==> config.mk <==
export PLATFORM = sky130hd
export DESIGN_NAME = laser_pulse_ctrl
export DESIGN_NICKNAME = d
export VERILOG_FILES = /design/src/rtl/laser_pkg.sv /design/src/rtl/laser_pulse_chan.sv /design/src/rtl/laser_pulse_ctrl.sv
export SDC_FILE = /design/constraint.sdc
export NUM_CORES = 1
export LEC_CHECK = 0
export CORE_MARGIN = 5
export CORE_UTILIZATION = 45
export CTS_CLUSTER_DIAMETER = 120
export CTS_CLUSTER_SIZE = 14
export DETAILED_ROUTE_END_ITERATION = 12
export PLACE_DENSITY = 0.73
export SLEW_MARGIN = 10
export SYNTH_ARGS = -nofsm -noshare
export SYNTH_HDL_FRONTEND = slang
export SYNTH_SLANG_ARGS = --single-unit
==> constraint.sdc <==
create_clock -name clk -period 3.9 [get_ports clk]
set_input_delay 0.39 -clock clk [delete_from_list [all_inputs] [get_ports clk]]
set_output_delay 0.39 -clock clk [all_outputs]
set_load 0.005 [all_outputs]
==> src/rtl/laser_pkg.sv <==
// Shared types and helpers for the multi-channel laser pulse controller.
package laser_pkg;

    typedef enum logic [1:0] {
        L_IDLE,
        L_FIRE,
        L_COOL,
        L_WAIT_REL
    } laser_state_t;

    localparam int SHOT_W = 8;

    // Adding b to a never wraps: the result stops at the all-ones value.
    function automatic logic [SHOT_W-1:0] sat_add(input logic [SHOT_W-1:0] a,
                                                   input logic [3:0]        b);
        logic [SHOT_W:0] sum;
        sum = {1'b0, a} + (SHOT_W+1)'(b);
        return sum[SHOT_W] ? '1 : sum[SHOT_W-1:0];
    endfunction

endpackage

==> src/rtl/laser_pulse_chan.sv <==
// One laser channel: fires for PULSE_CYCLES on grant, then locks out for COOLDOWN_CYCLES.
//  state      | meaning
//  L_IDLE     | waiting for a grant
//  L_FIRE     | laser on, counting down the pulse
//  L_COOL     | laser off, lockout countdown (also entered on abort)
//  L_WAIT_REL | lockout done but button still held; wait for release
module laser_pulse_chan
    import laser_pkg::*;
#(
    parameter int PULSE_CYCLES    = 3,
    parameter int COOLDOWN_CYCLES = 4,
    parameter int CNT_W           = 3
) (
    input  logic clk,
    input  logic rst,
    input  logic grant,
    input  logic abort,
    input  logic button,
    output logic light,
    output logic busy,
    output logic firing
);

    laser_state_t     r_state;
    laser_state_t     w_state_nxt;
    logic [CNT_W-1:0] r_cnt;
    logic [CNT_W-1:0] w_cnt_nxt;

    always_ff @(posedge clk or posedge rst) begin
        if (rst) begin
            r_state <= L_IDLE;
            r_cnt   <= '0;
        end else begin
            r_state <= w_state_nxt;
            r_cnt   <= w_cnt_nxt;
        end
    end

    always_comb begin
        w_state_nxt = r_state;
        w_cnt_nxt   = r_cnt;
        case (r_state)
            L_IDLE: begin
                if (grant) begin
                    w_state_nxt = L_FIRE;
                    w_cnt_nxt   = CNT_W'(PULSE_CYCLES - 1);
                end
            end
            L_FIRE: begin
                // Abort cuts the pulse short but still imposes a full lockout.
                if (abort || r_cnt == '0) begin
                    w_state_nxt = L_COOL;
                    w_cnt_nxt   = CNT_W'(COOLDOWN_CYCLES - 1);
                end else begin
                    w_cnt_nxt = r_cnt - CNT_W'(1);
                end
            end
            L_COOL: begin
                if (r_cnt == '0) begin
                    w_state_nxt = button ? L_WAIT_REL : L_IDLE;
                end else begin
                    w_cnt_nxt = r_cnt - CNT_W'(1);
                end
            end
            L_WAIT_REL: begin
                if (!button) begin
                    w_state_nxt = L_IDLE;
                end
            end
            default: w_state_nxt = L_IDLE;
        endcase
    end

    assign light  = (r_state == L_FIRE);
    assign firing = (r_state == L_FIRE);
    assign busy   = (r_state == L_FIRE) || (r_state == L_COOL);

endmodule

==> src/rtl/laser_pulse_ctrl.sv <==
// Multi-channel laser pulse controller: press detection, grant arbitration,
// saturating shot counter and one pulse FSM per channel.
module laser_pulse_ctrl
    import laser_pkg::*;
#(
    parameter int CHANNELS        = 2,
    parameter int PULSE_CYCLES    = 3,
    parameter int COOLDOWN_CYCLES = 4,
    parameter int MUTEX           = 1
) (
    input  logic                clk,
    input  logic                rst,
    input  logic [CHANNELS-1:0] button,
    input  logic                abort,
    output logic [CHANNELS-1:0] light,
    output logic [CHANNELS-1:0] busy,
    output logic [SHOT_W-1:0]   shot_count
);

    localparam int CNT_MAX = (PULSE_CYCLES > COOLDOWN_CYCLES) ? PULSE_CYCLES : COOLDOWN_CYCLES;
    localparam int CNT_W   = $clog2(CNT_MAX + 1);

    logic [CHANNELS-1:0] r_button_q;
    logic [SHOT_W-1:0]   r_shot_count;
    logic [CHANNELS-1:0] w_press;
    logic [CHANNELS-1:0] w_eligible;
    logic [CHANNELS-1:0] w_grant;
    logic [CHANNELS-1:0] w_firing;
    logic [3:0]          w_pop;

    // button_q resets high so a button held through reset needs a fresh press.
    always_ff @(posedge clk or posedge rst) begin
        if (rst) begin
            r_button_q   <= '1;
            r_shot_count <= '0;
        end else begin
            r_button_q   <= button;
            r_shot_count <= sat_add(r_shot_count, w_pop);
        end
    end

    assign w_press = button & ~r_button_q;

    // Presses on busy channels are dropped here so they never count as shots.
    always_comb begin
        w_eligible = w_press & ~busy;
        w_grant    = '0;
        if (!abort) begin
            if (MUTEX == 0) begin
                w_grant = w_eligible;
            end else if (w_firing == '0) begin
                w_grant = w_eligible & (~w_eligible + CHANNELS'(1));
            end
        end
    end

    always_comb begin
        w_pop = '0;
        for (int i = 0; i < CHANNELS; i++) begin
            w_pop = w_pop + 4'(w_grant[i]);
        end
    end

    for (genvar g = 0; g < CHANNELS; g++) begin : g_chan
        laser_pulse_chan #(
            .PULSE_CYCLES   (PULSE_CYCLES),
            .COOLDOWN_CYCLES(COOLDOWN_CYCLES),
            .CNT_W          (CNT_W)
        ) u_chan (
            .clk   (clk),
            .rst   (rst),
            .grant (w_grant[g]),
            .abort (abort),
            .button(button[g]),
            .light (light[g]),
            .busy  (busy[g]),
            .firing(w_firing[g])
        );
    end

    assign shot_count = r_shot_count;

endmodule

==> results.sh <==
export IMPL_status="complete, no violations"
export IMPL_final_common_cell="inv_1"
export IMPL_cell_internal_pwr_mw=0.760
export IMPL_async_flop_share=1.00
export IMPL_yosys_warnings=0
export IMPL_cp_end_kind="register"
export IMPL_routed_wl_mm=2.86
export IMPL_synth_cells=154
export IMPL_cts_hold_buffers=0
export IMPL_avgSynthCellArea_um2=9.39
export IMPL_final_core_util=0.547
export IMPL_p_leak_nw=0.791
export IMPL_setup_viol=0
export IMPL_synth_edf_count=0
export IMPL_chipWidth_um=66.7
export IMPL_die_area_um2=4450
export IMPL_ios=17
export IMPL_maxSlewHeadroom=0.469
export IMPL_dr_first_iter_drc_count=56
export IMPL_timing_final_crit_share=0.834
export IMPL_rr_endpoint="shot_count[0]"
export IMPL_worst_slew_pin_slew_ns=0.795
export IMPL_post_cts_repair_setup_buffers=0
export IMPL_switchingPower_mw=0.570
export IMPL_core_area_um2=3080
export IMPL_routedWlPerCell_um=13.3
export IMPL_drc=0
export IMPL_power_frac_seq=0.269
export IMPL_max_freq_mhz=307
export IMPL_reg2reg_slack_ns=0.65
export IMPL_arrival_ns=3.50
export IMPL_layout_drive_gt1_share=0.0765
export IMPL_cts_max_level=1
export IMPL_syn_nets=179
export IMPL_setup_tns_ns=0
export IMPL_globalRoute_busiestLayer="met2"
export IMPL_total_power_mw=1.33
export IMPL_r2r_cells=12
export IMPL_antenna_left=0
export IMPL_swShare=0.429
export IMPL_drv_slew=0
export IMPL_most_common_layout_cells="inv_1 (21), ha_1 (19), dfrtp_1 (18)"
export IMPL_grt_use_met3=0.0287
export IMPL_power_density_nw_per_um2=789
export IMPL_start_util=0.470
export IMPL_routed_via_count=1157
export IMPL_cp_start_kind="register"
export IMPL_overflow=0
export IMPL_place_congestion=0.865
export IMPL_cts_buffers=3
export IMPL_hpwl_mm=2.26
export IMPL_criticalPathCategory="reg2reg"
export IMPL_p_clk_frac=0.131
export IMPL_required_ns=4.15
export IMPL_min_period_ns=3.25
export IMPL_synth_top_cell_area_share=0.311
export IMPL_io_buffers=16
export IMPL_finalHoldViolCount=0
export IMPL_ctsRootBufferMaster="clkbuf_4"
export IMPL_die_h_um=66.7
export IMPL_diodes=0
export IMPL_grt_use_met2=0.254
export IMPL_grt_max_degree=21
export IMPL_nets=196
export IMPL_maxCapViolations=0
export IMPL_combPwrFrac=0.600
export IMPL_synth_seq_area_share=0.348
export IMPL_track_usage=0.150
export IMPL_grtUsageMet1=0.187
export IMPL_clock_skew_final_ns=0.000922
export IMPL_grt_setup_unrepaired="no"
export IMPL_rows=20
export IMPL_worstSkewPairLatency_ns=0.30
export IMPL_avgViaCountPerCell=5.41
export IMPL_synth_area_leader_cell="dfrtp_1"
export IMPL_grt_pass1_vias=1156
export IMPL_cts_sinks=20
export IMPL_synth_area_um2=1450
export IMPL_area_delta_synth_final_pct=16.4
export IMPL_hold_path_class="in2async"
export IMPL_synth_area_leaders="dfrtp_1 (31%), ha_1 (16%), inv_1 (5.4%)"
export IMPL_cts_buffer_depth=2
export IMPL_tritoncts="done"
export IMPL_grt_antenna_before_repair=0
export IMPL_fillers=284
export IMPL_ys_seq_elements=20
export IMPL_irDropWorstVdd_uv=373
export IMPL_yosysUniqueCellTypes=45
export IMPL_ctsResizeCount=0
export IMPL_dr_pass1_iters=4
export IMPL_synthFlopType="dfrtp_1"
export IMPL_cts_clk_slew_worst_paths_ns=0.12
export IMPL_grt_pass1_wl_mm=5.15
export IMPL_path_max_fanout=7
export IMPL_r2r_start="g_chan[0].u_chan.r_state[0]"
[sequential cells by signal (all words and copies together), names as in the netlist]
| register | flops |
|---|---|
| g_chan.u_chan.r_cnt | 6 |
| shot_count | 8 |
| r_button_q | 2 |
| g_chan.u_chan.r_state | 4 |
[area by class of cell]
type	count	area (um2)	area share
clock buffer	3	22.5	0.0134
clock inverter	1	30.0	0.0178
inverter	21	78.8	0.0468
multi-input combinational	109	835	0.496
sequential	20	503	0.299
tap	44	55.1	0.0327
timing repair buffer	16	160	0.0951
[power by group through the flow]
| stage | combinational (mW) | sequential, mW | clock, mW |
|---|---|---|---|
| 4_1_cts | 0.797 | 0.357 | 0.178 |
| 3_5_place_dp | 0.794 | 0.362 | 0 |
| 6_report | 0.797 | 0.358 | 0.174 |
| 2_1_floorplan | 0.588 | 0.349 | 0 |
| 5_1_grt | 0.899 | 0.370 | 0.188 |
| 3_3_place_gp | 0.755 | 0.359 | 0 |
[layer usage]
metal,part of all wire,wire (um)
met1,0.45,1290
met2,0.50,1430
met3,0.034,98
met4,0.013,38
met5,0,0
[how the worst max path moves through the flow]
stage / start / to / slack, ns / depth (start not counted)
CTS: g_chan[0].u_chan.r_state[0] / shot_count[0] / 0.64 / 12
floorplan: g_chan[0].u_chan.r_state[0] / shot_count[0] / 0.93 / 12
finish: g_chan[0].u_chan.r_state[0] / shot_count[0] / 0.65 / 12
global placement: button[0] / shot_count[0] / 0.75 / 11
global route: g_chan[0].u_chan.r_state[0] / shot_count[0] / 0.44 / 12
detailed placement: g_chan[0].u_chan.r_state[0] / shot_count[0] / 0.69 / 12
[worst max-delay path, cell delays in order (launching register included)]
cell	delay [ns]
dfrtp_1	0.44
inv_1	0.12
ha_1	0.41
or3b_4	0.46
and3_2	0.21
ha_1	0.27
ha_1	0.15
inv_1	0.05
fa_1	0.41
nand2b_1	0.20
nor2_1	0.15
nand3_1	0.20
nand2b_1	0.12
[cells by family after synthesis]
group	after synthesis	share of synthesized area
DFF	20	0.348
and+or+nand+nor	52	0.198
adders and majority gates	20	0.178
buffers and inverters	25	0.0753
xor gates and xnor gates	4	0.0242
AOI/OAI and AO/OA	29	0.147
muxes	4	0.0294
[per-stage QoR]
stage / hold slack [ns] / cell area, um2 / cells / setup slack (ns)
final: 0.523 / 1680 / 214 / 0.647
after global routing: 0.566 / 1680 / 214 / 0.443
after CTS: 0.531 / 1680 / 214 / 0.641
after detailed placement: 0.509 / 1630 / 210 / 0.689
after global placement: 0.495 / 1630 / 210 / 0.753
after floorplan: 0.352 / 1450 / 154 / 0.934
[synthesized netlist by cell type (2+ instances only)]
master	instances
inv_1	21
ha_1	19
dfrtp_1	18
nand2_1	14
a21oi_1	8
nand3_1	8
nand2b_1	5
buf_4	4
nand4_1	4
nor2_1	4
nor2b_1	4
nor3_1	3
xor2_1	3
a21o_1	2
a22oi_1	2
a2bb2oi_1	2
dfstp_2	2
mux2_2	2
mux2i_1	2
o21ai_0	2
Power figures use the tool's default switching activity.
